### src/rtl/uart_pkg.sv
// rtl/uart_pkg.sv - shared state encoding and frame constants for the FIFO-fed UART transmitter
package uart_pkg;

  localparam int DEFAULT_CLKS_PER_BIT = 10416;

  localparam int DATA_BITS = 8;
  localparam int STOP_BITS = 1;

  localparam logic [2:0] ST_IDLE  = 3'd0;
  localparam logic [2:0] ST_POP   = 3'd1;
  localparam logic [2:0] ST_START = 3'd2;
  localparam logic [2:0] ST_DATA  = 3'd3;
  localparam logic [2:0] ST_STOP  = 3'd4;

endpackage

### src/rtl/uart_bit_timer.sv
// rtl/uart_bit_timer.sv - free-running bit-period counter with terminal-count pulse
module uart_bit_timer #(
  parameter int CLKS_PER_BIT = 4
) (
  input  logic iClk,
  input  logic iRst,
  input  logic iClr,
  output logic oTick
);

  localparam int         W  = (CLKS_PER_BIT > 2) ? $clog2(CLKS_PER_BIT) : 1;
  localparam logic [W-1:0] TC = W'(CLKS_PER_BIT - 1);

  logic [W-1:0] r_cnt;

  assign oTick = (r_cnt == TC);

  always_ff @(posedge iClk) begin
    if (iRst || iClr) begin
      r_cnt <= '0;
    end else if (oTick) begin
      r_cnt <= '0;
    end else begin
      r_cnt <= r_cnt + 1'b1;
    end
  end

endmodule

### src/rtl/uart_fifo_tx.sv
// rtl/uart_fifo_tx.sv - pops bytes from a FIFO and sends them as 8N1 UART frames
module uart_fifo_tx
  import uart_pkg::*;
#(
  parameter int CLKS_PER_BIT = DEFAULT_CLKS_PER_BIT
) (
  input  logic       iClk,
  input  logic       iRst,
  input  logic       iEmpty,
  output logic       oRd,
  input  logic [7:0] iRdData,
  output logic       oTx,
  output logic       oBusy
);

  logic [2:0] r_state;
  logic [2:0] w_next;
  logic [7:0] r_shift;
  logic [2:0] r_bit_cnt;
  logic       r_tx;
  logic       w_tick;
  logic       w_timer_clr;
  logic       w_last_bit;

  assign w_last_bit = (r_bit_cnt == 3'(DATA_BITS - 1));

  // The timer restarts on every state entry so each bit period is aligned to its state.
  assign w_timer_clr = (w_next != r_state) || (r_state == ST_IDLE) || (r_state == ST_POP);

  uart_bit_timer #(
    .CLKS_PER_BIT(CLKS_PER_BIT)
  ) u_bit_timer (
    .iClk (iClk),
    .iRst (iRst),
    .iClr (w_timer_clr),
    .oTick(w_tick)
  );

  always_comb begin
    w_next = r_state;
    case (r_state)
      ST_IDLE:  if (!iEmpty) w_next = ST_POP;
      ST_POP:   w_next = iEmpty ? ST_IDLE : ST_START;
      ST_START: if (w_tick) w_next = ST_DATA;
      ST_DATA:  if (w_tick && w_last_bit) w_next = ST_STOP;
      ST_STOP:  if (w_tick) w_next = ST_IDLE;
      default:  w_next = ST_IDLE;
    endcase
  end

  always_ff @(posedge iClk) begin
    if (iRst) begin
      r_state <= ST_IDLE;
    end else begin
      r_state <= w_next;
    end
  end

  // oTx is loaded with the value of the upcoming bit at the same edge the state advances.
  always_ff @(posedge iClk) begin
    if (iRst) begin
      r_tx      <= 1'b1;
      r_shift   <= 8'h00;
      r_bit_cnt <= 3'd0;
    end else begin
      case (r_state)
        ST_IDLE: begin
          r_tx      <= 1'b1;
          r_bit_cnt <= 3'd0;
        end
        ST_POP: begin
          if (!iEmpty) begin
            r_shift <= iRdData;
            r_tx    <= 1'b0;
          end else begin
            r_tx <= 1'b1;
          end
        end
        ST_START: begin
          if (w_tick) begin
            r_tx      <= r_shift[0];
            r_bit_cnt <= 3'd0;
          end
        end
        ST_DATA: begin
          if (w_tick) begin
            if (w_last_bit) begin
              r_tx <= 1'b1;
            end else begin
              r_bit_cnt <= r_bit_cnt + 3'd1;
              r_shift   <= {1'b0, r_shift[7:1]};
              r_tx      <= r_shift[1];
            end
          end
        end
        ST_STOP: begin
          r_tx <= 1'b1;
        end
        default: begin
          r_tx <= 1'b1;
        end
      endcase
    end
  end

  assign oRd   = (r_state == ST_POP) && !iEmpty;
  assign oTx   = r_tx;
  assign oBusy = (r_state != ST_IDLE);

endmodule

### config.mk
export PLATFORM = sky130hd
export DESIGN_NAME = uart_fifo_tx
export DESIGN_NICKNAME = d
export VERILOG_FILES = /design/src/rtl/uart_pkg.sv /design/src/rtl/uart_bit_timer.sv /design/src/rtl/uart_fifo_tx.sv
export SDC_FILE = /design/constraint.sdc
export NUM_CORES = 1
export LEC_CHECK = 0
export ABC_AREA = 1
export CAP_MARGIN = 20
export CORE_ASPECT_RATIO = 0.6
export CORE_UTILIZATION = 42
export CTS_CLUSTER_SIZE = 24
export DETAILED_ROUTE_END_ITERATION = 16
export HOLD_SLACK_MARGIN = 0.03
export MAX_ROUTING_LAYER = met4
export PLACE_DENSITY = 0.63
export REMOVE_ABC_BUFFERS = 1
export SYNTH_ARGS = -nofsm -noshare
export SYNTH_HDL_FRONTEND = slang
export SYNTH_SLANG_ARGS = --single-unit
### constraint.sdc
create_clock -name iClk -period 2.2 [get_ports iClk]
set_input_delay 0.44 -clock iClk [delete_from_list [all_inputs] [get_ports iClk]]
set_output_delay 0.44 -clock iClk [all_outputs]
set_load 0.005 [all_outputs]
* Word level (Yosys, flattened, before mapping)
Index checks and enable logic that the tools add are counted.
Cells by class: $add $sub $neg 2, equal/unequal tests 11, mux-type cells 19, reductions and logical operators 14
Operators by type and width (number):
- two-way mux 8 bit | 3
- two-way mux 3 bit | 7
- one-hot mux 8 bit (2 select lines) | 1
- one-hot mux 3 bit (5 select lines) | 1
- adder 14 x 1 -> 14 bit (second input constant) | 1
- == test 14 bit (second input constant) | 1
- one-hot mux 3 bit (3 select lines) | 1
- inequality test 2 bit (second input constant) | 4
- AND reduction 4 bit | 2
- == test 3 x 2 -> 1 bit (second input constant) | 2
- == test 3 bit (second input constant) | 2
- nonzero test 3 bit | 2
- two-way mux 1 bit | 4
- adder 3 x 1 -> 3 bit (second input constant) | 1
- == test 3 x 1 -> 1 bit (second input constant) | 1
- zero test 3 bit | 1
- logical OR 1 bit | 3
- inequality test 3 bit | 1
- one-hot mux 1 bit (3 select lines) | 1
- logical AND 1 bit | 2
- two-way mux 2 bit | 1
- AND reduction 2 bit | 1
- nonzero test 2 bit | 1
- OR reduction 2 bit | 1
- zero test 1 bit | 1
Storage, ports and cells: bits in registers 29, input bits 11, output and inout bits 3, word-level logic and storage cells 51

* Logic depth before layout (Yosys ltp)
word-level depth 9, mapped depth 12, mapped depth without buffers 11

* Hierarchy
A second synthesis with hierarchy kept.
Unflattened totals: cells, all modules 272, area total of the unflattened synthesis 1692.9 um2
Modules (own cells, without submodules):
- uart_fifo_tx | instances 1, cells each 153, area an instance 925.9 um2, seq. area each 300.3 um2
- uart_bit_timer | instances 1, cells each 119, area an instance 767.0 um2, seq. area each 280.3 um2

* Worst setup path after synthesis
OpenSTA, ideal clock, no wires.
path type register to register, from register u_bit_timer.r_cnt[0], to register u_bit_timer.r_cnt[2], setup time 117 ps, arrival time 1391 ps, data required time 2083 ps, slack 693 ps, cell stages (with the launch flop) 12, path buffers 1, clock period less this slack 1507 ps, cell sequence dfxtp_1 -> ha_1 -> nand3_1 -> nor2_1 -> nand2_1 -> nand2_1 -> nand3_2 -> nand2_2 -> nand2_2 -> nand2_4 -> buf_8 -> nor2_2
On the way: cells in the longest elaborated chain, start to end 9, elaborated cells on any way between the ends 12, classes of those cells 1 x add/sub; 2 x eq/ne; 4 x mux; 5 x reduce/logical
Ends and longest elaborated chain:
- from (decl) | line uart_bit_timer.sv:14 | logic [W-1:0] r_cnt;
- from (signal assigned) | line uart_bit_timer.sv:24 | r_cnt <= r_cnt + 1'b1;
- == test 14 bit | line uart_bit_timer.sv:16 | assign oTick = (r_cnt == TC);
- logical AND 1 bit | line uart_fifo_tx.sv:45 | ST_DATA: if (w_tick && w_last_bit) w_next = ST_STOP;
- two-way mux 3 bit | line uart_fifo_tx.sv:45
- one-hot mux 3 bit (5 select lines) | line uart_fifo_tx.sv:41 | case (r_state)
- inequality test 3 bit | line uart_fifo_tx.sv:28 | assign w_timer_clr = (w_next != r_state) || (r_state == ST_IDLE) || (r_state == ST_POP);
- logical OR 1 bit (2 in a row) | line uart_fifo_tx.sv:28
- logical OR 1 bit | line uart_bit_timer.sv:19 | if (iRst || iClr) begin
- OR reduction 2 bit (no source line)
Several ways; a longest one is shown, not always the timed one. A chain may end at the register's enable or synchronous reset.

* Final worst setup path
from register r_state[1], to output port oRd
On the way: cells in the longest elaborated chain, start to end 2
Ends and longest elaborated chain:
- from (decl) | line uart_fifo_tx.sv:16 | logic [2:0] r_state;
- from (signal assigned) | line uart_fifo_tx.sv:55 | r_state <= w_next;
- == test 3 x 1 -> 1 bit | line uart_fifo_tx.sv:106 | assign oRd = (r_state == ST_POP) && !iEmpty;
- logical AND 1 bit | line uart_fifo_tx.sv:106
- to (decl) | line uart_fifo_tx.sv:10 | output logic oRd,
Every way passes these cells.

==> metrics.yaml <==
worst_setup_path:
  cp.required_ns: 1.76
  slowest_stage: "clkdlybuf4s50_1"
  critPathLaunchType: "flip-flop"
  crit_chain: "inv_2 > nand3_1 > nor2_1 > clkdlybuf4s50_1"
  reg2reg_from: "r_bit_cnt[0]"
  endpoint_kind: "output port"
  r2r_slack_ns: 0.45
  arrival_ns: 1.56
  max_stage_delay_ns: 0.52
  critPathMaxFanout: 7
  critPathKind: "reg2out"
  timing.rr.end: "r_shift[0]"
  rr_worst_depth: 9
global_route:
  grt_max_degree: 15
  grt_pass1_vias: 1166
  grt_overflow_total: 0
  grt_antenna_before_repair: 0
  grt_usage: 0.184
  grt_pass1_wl_mm: 5.18
floorplan:
  start_util: 0.455
  fp-row-count: 16
  dieArea_sq_mm: 0.00390
  dieHeight_um: 48.8
  die_x_um: 80.0
  ios: 14
  core_area_sq_mm: 0.00336
pwr:
  power_density_mw_per_mm2: 645
  power.total_w: 0.00115
  p_leak_nw: 0.748
  peakVddDrop_uv: 365
worst_hold_path:
  hold_path.class: "reg2reg"
  worstHoldStart: "r_shift[2]"
  hold_depth: 2
  holdPathEnd: "r_shift[2]"
timing:
  fin_skew_ns: 0.00263
  setup_viol: 0
  whs_ns: 0.448
  worst_slew_pin_slew_ns: 0.353
  finalHoldViolations: 0
  maxSlewViolCount: 0
  relSlewSlack: 0.763
  fmax_mhz: 500
  setup_ws_ns: 0.199
  tns_ns: 0
  rsz0062_at_grt: "false"
  min_period_ns: 2.00
  period_share: 0.910
drt:
  drc: 0
  drtAntennaViolNets: 0
  vias: 1320
  dr.pass1.iters: 4
  wire_per_inst_um: 10.7
  finalWirelength_mm: 2.98
  vias_per_cell: 4.73
  drtIter0Drc: 94
place:
  place_hpwl_mm: 2.24
  port-buffer-count: 13
  place_inst: 271
  dpl_worst_slack_ns: 0.214
  place_congestion: 0.869
final_layout:
  layout_common_cells: "nand2_1 (42), nor2_1 (33), dfxtp_1 (29)"
  drive_gt1_frac: 0.145
  syn2layout_area_growth_pct: 16.6
  antennaDiodeCount: 0
  layout_commonest_cell: "nand2_1"
  layoutNonFillerInstCount: 279
  nets: 247
logic_synthesis:
  syn_inst: 215
  yosysTopAreaCell: "dfxtp_1"
  synth-seq-cells: 29
  synth_seq_area_share: 0.379
  synth.distinct_cells: 24
  synth_area_sq_mm: 0.00153
  synth_area_leaders: "dfxtp_1 (38%), nand2_1 (10%), nor2_1 (8.1%), inv_1 (5.9%), xor2_1 (4.6%)"
  ys.warnings.count: 0
  synth_area_per_cell_sq_um: 7.12
  synth.top_cell.area_share: 0.379
cts:
  cts_resized: 0
  clock_sinks: 29
  cts_setup_buffers: 0
  cts_tree: "yes"
  clkTransAtPathRegs_ns: 0.06
  root_buffer: "clkbuf_8"
  postCtsHoldBufs: 0
  cts-htree-levels: 2
  insertion_delay_ns: 0.28
  cts_buffers: 5
  cts_buffer_depth: 2
job:
  maxCapViolCount: 0
run_status:
  status: "complete, no violations"
-- power by group --
group          leakage (nW)  switching, W  internal (W)
Combinational         0.458     0.0000620     0.0000554
Sequential            0.236     0.0000137      0.000546
Clock                0.0542      0.000192      0.000282
Total                 0.748      0.000268      0.000883
-- cells in the mapped netlist (all sizes together) --
| library cell | count |
|---|---|
| nor3 | 3 |
| ha | 3 |
| inv | 29 |
| xnor2 | 2 |
| dfxtp | 29 |
| o21ai | 15 |
| buf | 4 |
| nand2 | 46 |
| a21oi | 8 |
| nor2 | 45 |
| nand4 | 10 |
| xor2 | 8 |
| or2 | 2 |
| nand3 | 11 |
-- per-stage QoR --
stage	util	area [sq um]
after detailed placement	0.501	1680
after floorplan	-	1480
after global routing	0.531	1790
after global placement	0.501	1680
after CTS	0.531	1790
final	0.531	1790
-- final cells by class --
| cell class | count | area [sq um] |
|---|---|---|
| repair buffers | 15 | 145 |
| inverters | 29 | 109 |
| clock buffers | 7 | 96.3 |
| multi-input cells | 153 | 793 |
| flip-flops and latches | 29 | 581 |
| fillers | 346 | 1580 |
| clock inverters | 1 | 5.00 |
| well taps | 45 | 56.3 |
-- how the worst max path moves through the flow --
stage                 start          to  slack, ns  cells past startpoint
2_1_floorplan  r_bit_cnt[0]  r_shift[7]       0.71                      9
3_3_place_gp         iEmpty         oRd       0.23                      3
3_5_place_dp         iEmpty         oRd       0.21                      3
4_1_cts          r_state[1]         oRd       0.20                      4
5_1_grt          r_state[1]         oRd       0.09                      4
6_report         r_state[1]         oRd       0.20                      4
-- flip-flops by register name, indices dropped and copies added (netlist names) --
register / count
r_state: 3
u_bit_timer.r_cnt: 14
r_shift: 8
r_bit_cnt: 3
oTx: 1
-- per-layer routing --
metal  part of all wire  vias to the layer above  track usage  wire length (um)
met2               0.37                       36        0.218              1090
met5                  0                        -            -                 0
li1                   -                      716            -                 -
met4              0.014                        0       0.0714                42
met1               0.55                      563        0.280              1630
met3              0.073                        5       0.0561               217
-- cell families after synthesis --
group	count (synthesis)	synth area share
fa+ha+maj	3	0.0245
compound gates	23	0.0752
xor+xnor	10	0.0572
simple gates	117	0.361
buf+inv	33	0.103
flops	29	0.379
-- worst max-delay path: cells and delay by family (launching register included) --
kind	cells	cell delay (ns)
AND/OR/NAND/NOR	2	0.25
buffers and inverters	2	0.65
flip-flops	1	0.39
Note: power is estimated with default switching activity, not from simulation.
==> RTL edit, RTL diff (same flow settings) <==
Change the package constant `DEFAULT_CLKS_PER_BIT` from 10416 to 20832.
--- a/src/rtl/uart_pkg.sv
+++ b/src/rtl/uart_pkg.sv
@@ -3,3 +3,3 @@
 
-  localparam int DEFAULT_CLKS_PER_BIT = 10416;
+  localparam int DEFAULT_CLKS_PER_BIT = 20832;
 
Check against the original RTL: same outputs for any inputs over 10 cycles, from zero or initial values and one cycle with iRst high; that may be too few to reach the edited logic, so the function may still have changed.
==> RTL edit against the original RTL <==
  * Sequential cell count grew 1
  * Clock skew grew 3.7 ps
  * Power shrank 4.2%
  * Routed wire length grew 21%
  * Setup slack lost 30 ps
  * First-iteration DRC count grew 51%
  * Cell area grew 4.2%
  * Register-to-register slack lost 90 ps
  * Core utilization grew 1.3 points
  * Area after synthesis grew 3.5%
  * Largest cell class unchanged
  * Largest power group unchanged
  * Highest routed layer unchanged
==> RTL edit: results (changes against the original RTL) <==
Outcome
The run finished with clean final reports.

Logic synthesis
The sequential fraction of the synthesis area came to 0.379 (about the same). The adder-cell area share of the yosys netlist is 0.0237 (-0.000832). The share of flip-flops with an asynchronous set or reset was 0 (unchanged). The synthesized-area fraction occupied by ao, oa, aoi and oai cells was 0.0750 (-0.000183).

After synthesis, the most frequently instantiated cells are nand2_1 (68), nor2_1 (35), dfxtp_1 (30), inv_1 (24), nand3_1 (21). The synthesized-area fraction occupied by xor and xnor cells is 0.0663 (+0.00911). The post-synthesis cell type count is 21 (-13%). In the post-synthesis netlist, the biggest area contributors are dfxtp_1 (38%), nand2_1 (16%), nor2_1 (8.3%).

Global route
The global-route met2 utilization is 0.239 (+0.0209). The first-pass GRT wire length was 6220 um (+20%). The routing usage on met3 came to 0.0630 (+0.00689). The number of global-route vias before repair came to 1313 (+13%). The global-route total usage across every layer is 0.213 (+0.0289). The met1 track demand over resource is 0.338 (+0.0575). The maximum number of pins on one net before global-route repair came to 16 (+1).

Drt
Routed signal wires occupy layers up through met4. The total routed wirelength is 3610 um (+21%). The length of routed met2 wiring is 1300 um (+19%). The average vias per placed instance was 4.84 (+2.3%). The detailed router's first-iteration violation count is 142 (+51%). The sum of met3 wire segment lengths after detailed routing was 210 um (-3.2%). The wire length the detailed router placed on met1 is 2080 um (+27%).

Power and ir drop
The leakage power summed over all cells is 0.682 nW (-8.8%). The maximum resistive drop on vdd is 227 uV (-38%). The share of power burned in registers is 0.515 (+0.029). The clock group total power is 0.426 mW (-10%). The total internal power is 0.848 mW (-3.9%). The sequential-cell power consumption was 0.568 mW (+2%).

Clock network
The number of clock buffers inserted by TritonCTS is 5 (unchanged). The number of gates given a new drive strength after cts came to 0 (unchanged). The clock input transition at the sequential cells of the worst setup and hold paths is 60 ps (about the same). The total number of H-tree levels was 2 (unchanged).

Placement
The weighted congestion at the end of routability-driven global placement was 0.849 (-2.2%). The quantity of I/O buffers inserted on ports is 13 (unchanged). The detailed-placement wirelength estimate is 2660 um (+19%).

Finish
The fraction of layout instances using a drive strength above 1 was 0.0623 (-0.0830). The largest registers in the layout are u_bit_timer.r_cnt: 15 flops, r_shift: 8 flops. The net count reported at finish is 272 (+10%).

Critical path
The arrival time of data at the critical path endpoint is 1590 ps (+30 ps). The maximum fanout count along the critical path came to 5 (-2). The maximum cell stage delay along the critical path is 500 ps (-20 ps).

STA
The clock tree skew after final layout is 6.37 ps (+3.73 ps). The actual transition at the worst max-transition pin is 699 ps (+346 ps).
-- RTL edit: worst paths after layout --
check / start / endpoint / slack (ps) / cells past startpoint
worst max-delay path: r_state[0] / oBusy / 170 / 5
worst min-delay path: r_shift[4] / r_shift[4] / 460 / 2
worst max register to register: u_bit_timer.r_cnt[0] / r_shift[2] / 360 / 8
worst min register to register: r_shift[4] / r_shift[4] / 460 / 2
-- RTL edit: layout make-up --
cell class	count	area, um^2
Clock buffer	6	82.6
Fill cell	357	1560
Inverter	26	97.6
Multi-Input combinational cell	178	863
Sequential cell	30	601
Tap cell	45	56.3
Timing Repair Buffer	17	160
-- RTL edit: stage by stage --
stage          setup slack, ps  utilization  area [um^2]  instances
6_report                   169        0.543         1860        302
5_1_grt                   73.2        0.543         1860        302
4_1_cts                    185        0.543         1860        302
3_5_place_dp               200        0.519         1780        296
3_3_place_gp               201        0.519         1780        296
2_1_floorplan              664            -         1560        234
